**src/rtl/datatape_pkg.sv**
```systemverilog
// Shared framer definitions: state encoding and fixed line symbols.
package datatape_pkg;

    typedef enum logic [2:0] {
        ST_IDLE,
        ST_PRE0,
        ST_PRE1,
        ST_SYNC,
        ST_SEQ,
        ST_LEN,
        ST_PAYLOAD,
        ST_CSUM
    } state_t;

    localparam logic [7:0] PREAMBLE            = 8'hAA;
    localparam logic [7:0] SYNC                = 8'h7E;
    localparam logic [7:0] IDLE_SYMBOL_DEFAULT = 8'h80;

endpackage

```
**src/rtl/sync_fifo.sv**
```systemverilog
// Single-clock byte FIFO, first-word-fall-through: the head byte is always visible on o_rdData.
module sync_fifo #(
    parameter int DEPTH = 64
) (
    input  logic                     i_clk,
    input  logic                     i_rst,
    input  logic                     i_wrEn,
    input  logic [7:0]               i_wrData,
    input  logic                     i_rdEn,
    output logic [7:0]               o_rdData,
    output logic [$clog2(DEPTH):0]   o_level,
    output logic                     o_full
);

    localparam int AW = $clog2(DEPTH);
    localparam int LW = AW + 1;

    logic [7:0]    r_mem [DEPTH];
    logic [AW-1:0] r_wrPtr;
    logic [AW-1:0] r_rdPtr;
    logic [LW-1:0] r_level;
    logic          w_wr;
    logic          w_rd;

    // A write while full is refused even if a pop happens in the same cycle.
    assign o_full   = (r_level == LW'(DEPTH));
    assign w_wr     = i_wrEn & ~o_full;
    assign w_rd     = i_rdEn & (r_level != '0);
    assign o_rdData = r_mem[r_rdPtr];
    assign o_level  = r_level;

    always_ff @(posedge i_clk) begin
        if (w_wr) begin
            r_mem[r_wrPtr] <= i_wrData;
        end
    end

    always_ff @(posedge i_clk) begin
        if (i_rst) begin
            r_wrPtr <= '0;
            r_rdPtr <= '0;
            r_level <= '0;
        end else begin
            if (w_wr) begin
                r_wrPtr <= r_wrPtr + AW'(1);
            end
            if (w_rd) begin
                r_rdPtr <= r_rdPtr + AW'(1);
            end
            if (w_wr && !w_rd) begin
                r_level <= r_level + LW'(1);
            end else if (!w_wr && w_rd) begin
                r_level <= r_level - LW'(1);
            end
        end
    end

endmodule

```
**src/rtl/line_framer.sv**
```systemverilog
// Packs buffered payload bytes into AA AA 7E SEQ LEN payload CSUM frames for the video output stage.
module line_framer
    import datatape_pkg::*;
#(
    parameter int          FIFO_DEPTH  = 64,
    parameter int          PAYLOAD_MAX = 32,
    parameter logic [7:0]  IDLE_SYMBOL = IDLE_SYMBOL_DEFAULT
) (
    input  logic                          output_px_clk,
    input  logic                          framer_rst,
    input  logic [7:0]                    byte_in,
    input  logic                          byte_valid,
    output logic                          byte_ready,
    input  logic                          output_ready,
    output logic [7:0]                    data_out,
    output logic                          data_out_ready,
    output logic [$clog2(FIFO_DEPTH):0]   fifo_level,
    output logic                          byte_drop
);

    localparam int            LW        = $clog2(FIFO_DEPTH) + 1;
    localparam logic [LW-1:0] MAX_LEVEL = LW'(PAYLOAD_MAX);

    state_t     r_state;
    state_t     w_next;
    logic [7:0] r_seq;
    logic [7:0] r_len;
    logic [7:0] r_cnt;
    logic [7:0] r_sum;
    logic       r_drop;
    logic [7:0] w_head;
    logic       w_full;
    logic       w_xfer;
    logic       w_pop;
    logic       w_enterPre0;
    logic [7:0] w_lenSnap;

    sync_fifo #(
        .DEPTH(FIFO_DEPTH)
    ) u_fifo (
        .i_clk    (output_px_clk),
        .i_rst    (framer_rst),
        .i_wrEn   (byte_valid),
        .i_wrData (byte_in),
        .i_rdEn   (w_pop),
        .o_rdData (w_head),
        .o_level  (fifo_level),
        .o_full   (w_full)
    );

    assign byte_ready     = ~w_full;
    assign byte_drop      = r_drop;
    assign data_out_ready = (r_state != ST_IDLE);
    assign w_xfer         = data_out_ready & output_ready;
    assign w_pop          = (r_state == ST_PAYLOAD) & w_xfer;
    assign w_lenSnap      = 8'((fifo_level > MAX_LEVEL) ? MAX_LEVEL : fifo_level);
    assign w_enterPre0    = ((r_state == ST_IDLE) & output_ready) |
                            ((r_state == ST_CSUM) & w_xfer);

    always_comb begin
        w_next   = r_state;
        data_out = IDLE_SYMBOL;
        case (r_state)
            ST_IDLE: begin
                if (output_ready) w_next = ST_PRE0;
            end
            ST_PRE0: begin
                data_out = PREAMBLE;
                if (w_xfer) w_next = ST_PRE1;
            end
            ST_PRE1: begin
                data_out = PREAMBLE;
                if (w_xfer) w_next = ST_SYNC;
            end
            ST_SYNC: begin
                data_out = SYNC;
                if (w_xfer) w_next = ST_SEQ;
            end
            ST_SEQ: begin
                data_out = r_seq;
                if (w_xfer) w_next = ST_LEN;
            end
            ST_LEN: begin
                data_out = r_len;
                if (w_xfer) w_next = (r_len == 8'd0) ? ST_CSUM : ST_PAYLOAD;
            end
            ST_PAYLOAD: begin
                data_out = w_head;
                if (w_xfer && r_cnt == 8'd1) w_next = ST_CSUM;
            end
            ST_CSUM: begin
                data_out = ~r_sum + 8'd1;
                if (w_xfer) w_next = ST_PRE0;
            end
            default: begin
                w_next = ST_IDLE;
            end
        endcase
    end

    // The checksum accumulates every transferred byte from SEQ onward, so CSUM is its two's complement.
    always_ff @(posedge output_px_clk) begin
        if (framer_rst) begin
            r_state <= ST_IDLE;
            r_seq   <= 8'd0;
            r_len   <= 8'd0;
            r_cnt   <= 8'd0;
            r_sum   <= 8'd0;
            r_drop  <= 1'b0;
        end else begin
            r_state <= w_next;
            if (byte_valid && !byte_ready) begin
                r_drop <= 1'b1;
            end
            if (w_enterPre0) begin
                r_len <= w_lenSnap;
                r_sum <= 8'd0;
            end
            if (w_xfer) begin
                case (r_state)
                    ST_SEQ: begin
                        r_sum <= r_sum + r_seq;
                    end
                    ST_LEN: begin
                        r_sum <= r_sum + r_len;
                        r_cnt <= r_len;
                    end
                    ST_PAYLOAD: begin
                        r_sum <= r_sum + w_head;
                        r_cnt <= r_cnt - 8'd1;
                    end
                    ST_CSUM: begin
                        r_seq <= r_seq + 8'd1;
                    end
                    default: begin
                    end
                endcase
            end
        end
    end

endmodule

```
**config.mk**
```make
export PLATFORM = sky130hd
export DESIGN_NAME = line_framer
export DESIGN_NICKNAME = d
export VERILOG_FILES = /design/src/rtl/datatape_pkg.sv /design/src/rtl/sync_fifo.sv /design/src/rtl/line_framer.sv
export SDC_FILE = /design/constraint.sdc
export NUM_CORES = 1
export LEC_CHECK = 0
export BUFFER_PORTS_ARGS = -buffer_cell sky130_fd_sc_hd__buf_2
export CORE_MARGIN = 3
export CORE_UTILIZATION = 63
export CTS_CLUSTER_DIAMETER = 50
export DETAILED_ROUTE_END_ITERATION = 6
export PLACE_DENSITY = 0.83
export SLEW_MARGIN = 40
export SYNTH_ARGS = -nofsm -noshare
export SYNTH_HDL_FRONTEND = slang
export SYNTH_HIERARCHICAL = 1
export SYNTH_SLANG_ARGS = --single-unit
```
**constraint.sdc**
```tcl
create_clock -name output_px_clk -period 4.66 [get_ports output_px_clk]
set_input_delay 1.165 -clock output_px_clk [delete_from_list [all_inputs] [get_ports output_px_clk]]
set_output_delay 1.165 -clock output_px_clk [all_outputs]
set_load 0.02 [all_outputs]
```
==> summary.txt <==
================================================================================
Worst slack at placement                                                0.344 ns
Area leader, netlist                                                sky130_fd_sc_hd__edfxtp_1
Final standard cell count with taps included and fillers excluded           2077
Placed standard-cell area                                            24500 sq um
Global placer's final weighted congestion                                  0.913
Leading cell types by count after synthesis                         sky130_fd_sc_hd__edfxtp_1, sky130_fd_sc_hd__nor2_1, sky130_fd_sc_hd__mux4_2
Minimum clock period                                                     4.76 ns
Fraction of power consumed by sequential logic                             0.544
Max-Slew Margin vs Limit                                                   0.404
1st-pass router iterations                                                     6
TritonCTS buffer count                                                        54
Tot GR Track Use                                                           0.295
Number of enable-type register cells in the synthesized netlist              512
Post-Place Cells                                                            1961
Tot Pwr                                                                  10.5 mW
Average via count per standard cell                                         7.01
Failing checks                                                      setup timing
Share of async-settable or async-resettable flops after synthesis              0
Wire length reported by the detailed router                             61300 um
Area fraction of the dominant cell type after synthesis                    0.647
Switching power summed over all nets                                     2.42 mW
Setup_tns                                                              -0.148 ns
Crit path max fanout                                                          22
Starting DRT DRC Count                                                      1814
Post-detailed-route DRC marker count                                           0
Pint                                                                     8.10 mW
Clock Tree Buf Depth                                                           3
Clock tree root buffer cell                                         sky130_fd_sc_hd__clkbuf_16
Worst Path Required                                                      3.49 ns
Part of the Yosys area used for sequential elements                        0.697
Worst setup skew after layout                                          0.0178 ns
Final layout net count                                                      1570
Number of top-level pins                                                      30
Number of warnings reported in the yosys synthesis log                         6
Hold slack final                                                        0.481 ns
Clock network fraction of design power                                     0.396
Final count of hold timing violations                                          0
Initial cell density of the core                                           0.645
Instance count of the mapped netlist                                        1462
Number of global-route vias before repair                                  14100
Period utilization                                                          1.02
Classification of the worst-slack hold path                         flop to flop
Detail Placement HPWL                                                   34100 um
Proportion of layout cells with a drive suffix above 1                     0.231
First-pass GRT wire length                                              89300 um
Final setup fails                                                              3
Setup repair after global routing missed its margin                          yes
Nature of the critical path startpoint                                      flop
Setup Crit Path Kind                                                flop to primary output
Clock network latency to the later pin of the worst-skew pair            0.61 ns
Power per standard cell area                                         392 nW/um^2
Total number of clock tree sinks                                             572
Area inside the core boundary                                        36900 sq um
Routed Antenna Nets                                                            0
Nature of the critical path endpoint                                primary output
Synthesized netlist net count                                               1497
Main flop type after synthesis                                      sky130_fd_sc_hd__edfxtp_1
Switching Share                                                            0.230
Max Clock Freq                                                           210 MHz
Post-route cell area                                                 26800 sq um
Finished Core Util                                                         0.727
Outcome                                                             finished, violations left
Antenna violations before repair                                               1
Count of different cell masters after synthesis                               73
Maximum level of the CTS H-tree                                                2
# hold bufs at CTS                                                             0
Actual transition at the worst max-transition pin                       0.891 ns
CTS clk-pin slew, worst paths                                            0.06 ns
DIE AREA                                                             40100 sq um
Post-synthesis cell area                                             23800 sq um
Grt ovf                                                                        0
Vertical die dimension                                                    200 um
Synthesized area divided by synthesized cell count                    16.3 sq um
Number of diodes                                                               0
Wire length per cell after detailed routing                              29.5 um
Die W                                                                     200 um
Maximum ir drop on the vdd rail                                           435 uV
Buffers added on ports                                                        29
Syn-to-layout area delta                                                   12.8%
Cell Rows                                                                     70
Total number of vias                                                       14600
CTS tree                                                                    done
Reported max-cap violation count                                               0
Crit path setup slack, layout                                         -0.0986 ns
Largest net degree at the start of global routing                             65
LEAKAGE                                                                  8.45 nW
Top-count cell post-synth                                           sky130_fd_sc_hd__edfxtp_1
Relative contribution of combinational cells to total power                0.060
FF+latch count, synth                                                        572
Crit path arrival time                                                   3.59 ns
Top cells by area, synth                                            sky130_fd_sc_hd__edfxtp_1, sky130_fd_sc_hd__mux4_2, sky130_fd_sc_hd__dfxtp_1
Final Max Slew Viols                                                           0
================================================================================
[critical path: stages (launching register included)]
cell                        delay, ns
sky130_fd_sc_hd__dfxtp_4         0.44
sky130_fd_sc_hd__buf_12          0.13
sky130_fd_sc_hd__buf_4           0.28
sky130_fd_sc_hd__nor2b_1         0.10
sky130_fd_sc_hd__a2111oi_1       0.73
sky130_fd_sc_hd__o41ai_2         0.21
sky130_fd_sc_hd__a221o_1         0.41
sky130_fd_sc_hd__mux2i_1         0.16
sky130_fd_sc_hd__o211ai_1        0.11
sky130_fd_sc_hd__a21oi_1         0.14
sky130_fd_sc_hd__nor2_1          0.07
sky130_fd_sc_hd__buf_4           0.19
[flip-flops by register name, summed over array words and instances (netlist names), named ones only]
register        cells
u_fifo/o_level      7
r_sum               8
u_fifo/r_mem      512
r_state             3
byte_drop           1
r_cnt               8
r_len               7
u_fifo/r_wrPtr      6
r_seq               8
u_fifo/r_rdPtr      6
[path summary, 6_finish.rpt]
path,endpoint,slack (ns),startpoint,cells after the start
worst min register to register,byte_drop,0.48,byte_drop,2
worst max-delay path,data_out[3],-0.1,flop,11
worst min-delay path,byte_drop,0.48,byte_drop,2
worst max register to register,r_sum[7],0.60,flop,17
[timing repair]
item | CTS | global route
setup buffers | 10 | 12
pin swaps | 1 | 7
gates cloned | 1 | 0
setup endpoints to repair | 8 | 8
gates resized for setup | 27 | 35
[routing by layer]
layer / GRT usage / vias up / routed length, um
li1: - / 5923 / -
met5: 0 / - / 11
met3: 0.0777 / 246 / 7180
met1: 0.388 / 7261 / 20800
met2: 0.486 / 1123 / 30500
met4: 0.106 / 2 / 2810
[kinds of logic after synthesis]
family,count (synthesis),share of synthesized area
flip-flops,572,0.697
XOR/XNOR,29,0.0107
AO/OA/AOI/OAI,200,0.0564
multiplexers,173,0.129
adder cells (fa/ha/maj),23,0.0127
AND/OR/NAND/NOR,365,0.0725
buffers and inverters,100,0.0214
[placed cells by master, fill, tap and decap left out, drive strengths merged, types with 7 or more instances in the layout]
| cell type | instances |
|---|---|
| nand2b | 7 |
| nor3 | 12 |
| nand3 | 42 |
| nand4 | 15 |
| a31oi | 15 |
| edfxtp | 512 |
| xor2 | 19 |
| a211oi | 8 |
| mux4 | 105 |
| clkinv | 24 |
| a21oi | 49 |
| nand2 | 84 |
| nor2 | 136 |
| clkbuf | 64 |
| ha | 21 |
| a22oi | 20 |
| o21ai | 37 |
| nand3b | 9 |
| mux2i | 49 |
| mux2 | 19 |
| buf | 98 |
| dfxtp | 60 |
| xnor2 | 10 |
| inv | 18 |
| a2111oi | 7 |
| o22ai | 11 |
| nor2b | 24 |
| a21o | 10 |
[power by group through the flow]
stage | registers [mW] | logic [mW] | clock network, mW
final | 5.72 | 0.627 | 4.17
after global routing | 5.72 | 0.669 | 4.38
after CTS | 5.71 | 0.591 | 4.18
after detailed placement | 5.82 | 0.579 | 0
after global placement | 5.82 | 0.545 | 0
after floorplan | 5.83 | 0.337 | 0
[area by class of cell]
type | instances | area (sq um)
sequential | 572 | 16600
fill | 2032 | 10100
multi-input combinational | 790 | 6950
clock buffer | 64 | 1390
timing repair buffer | 99 | 932
tap | 504 | 631
clock inverter | 30 | 249
inverter | 18 | 71.3
No activity file was read; power rests on OpenSTA's default activity.
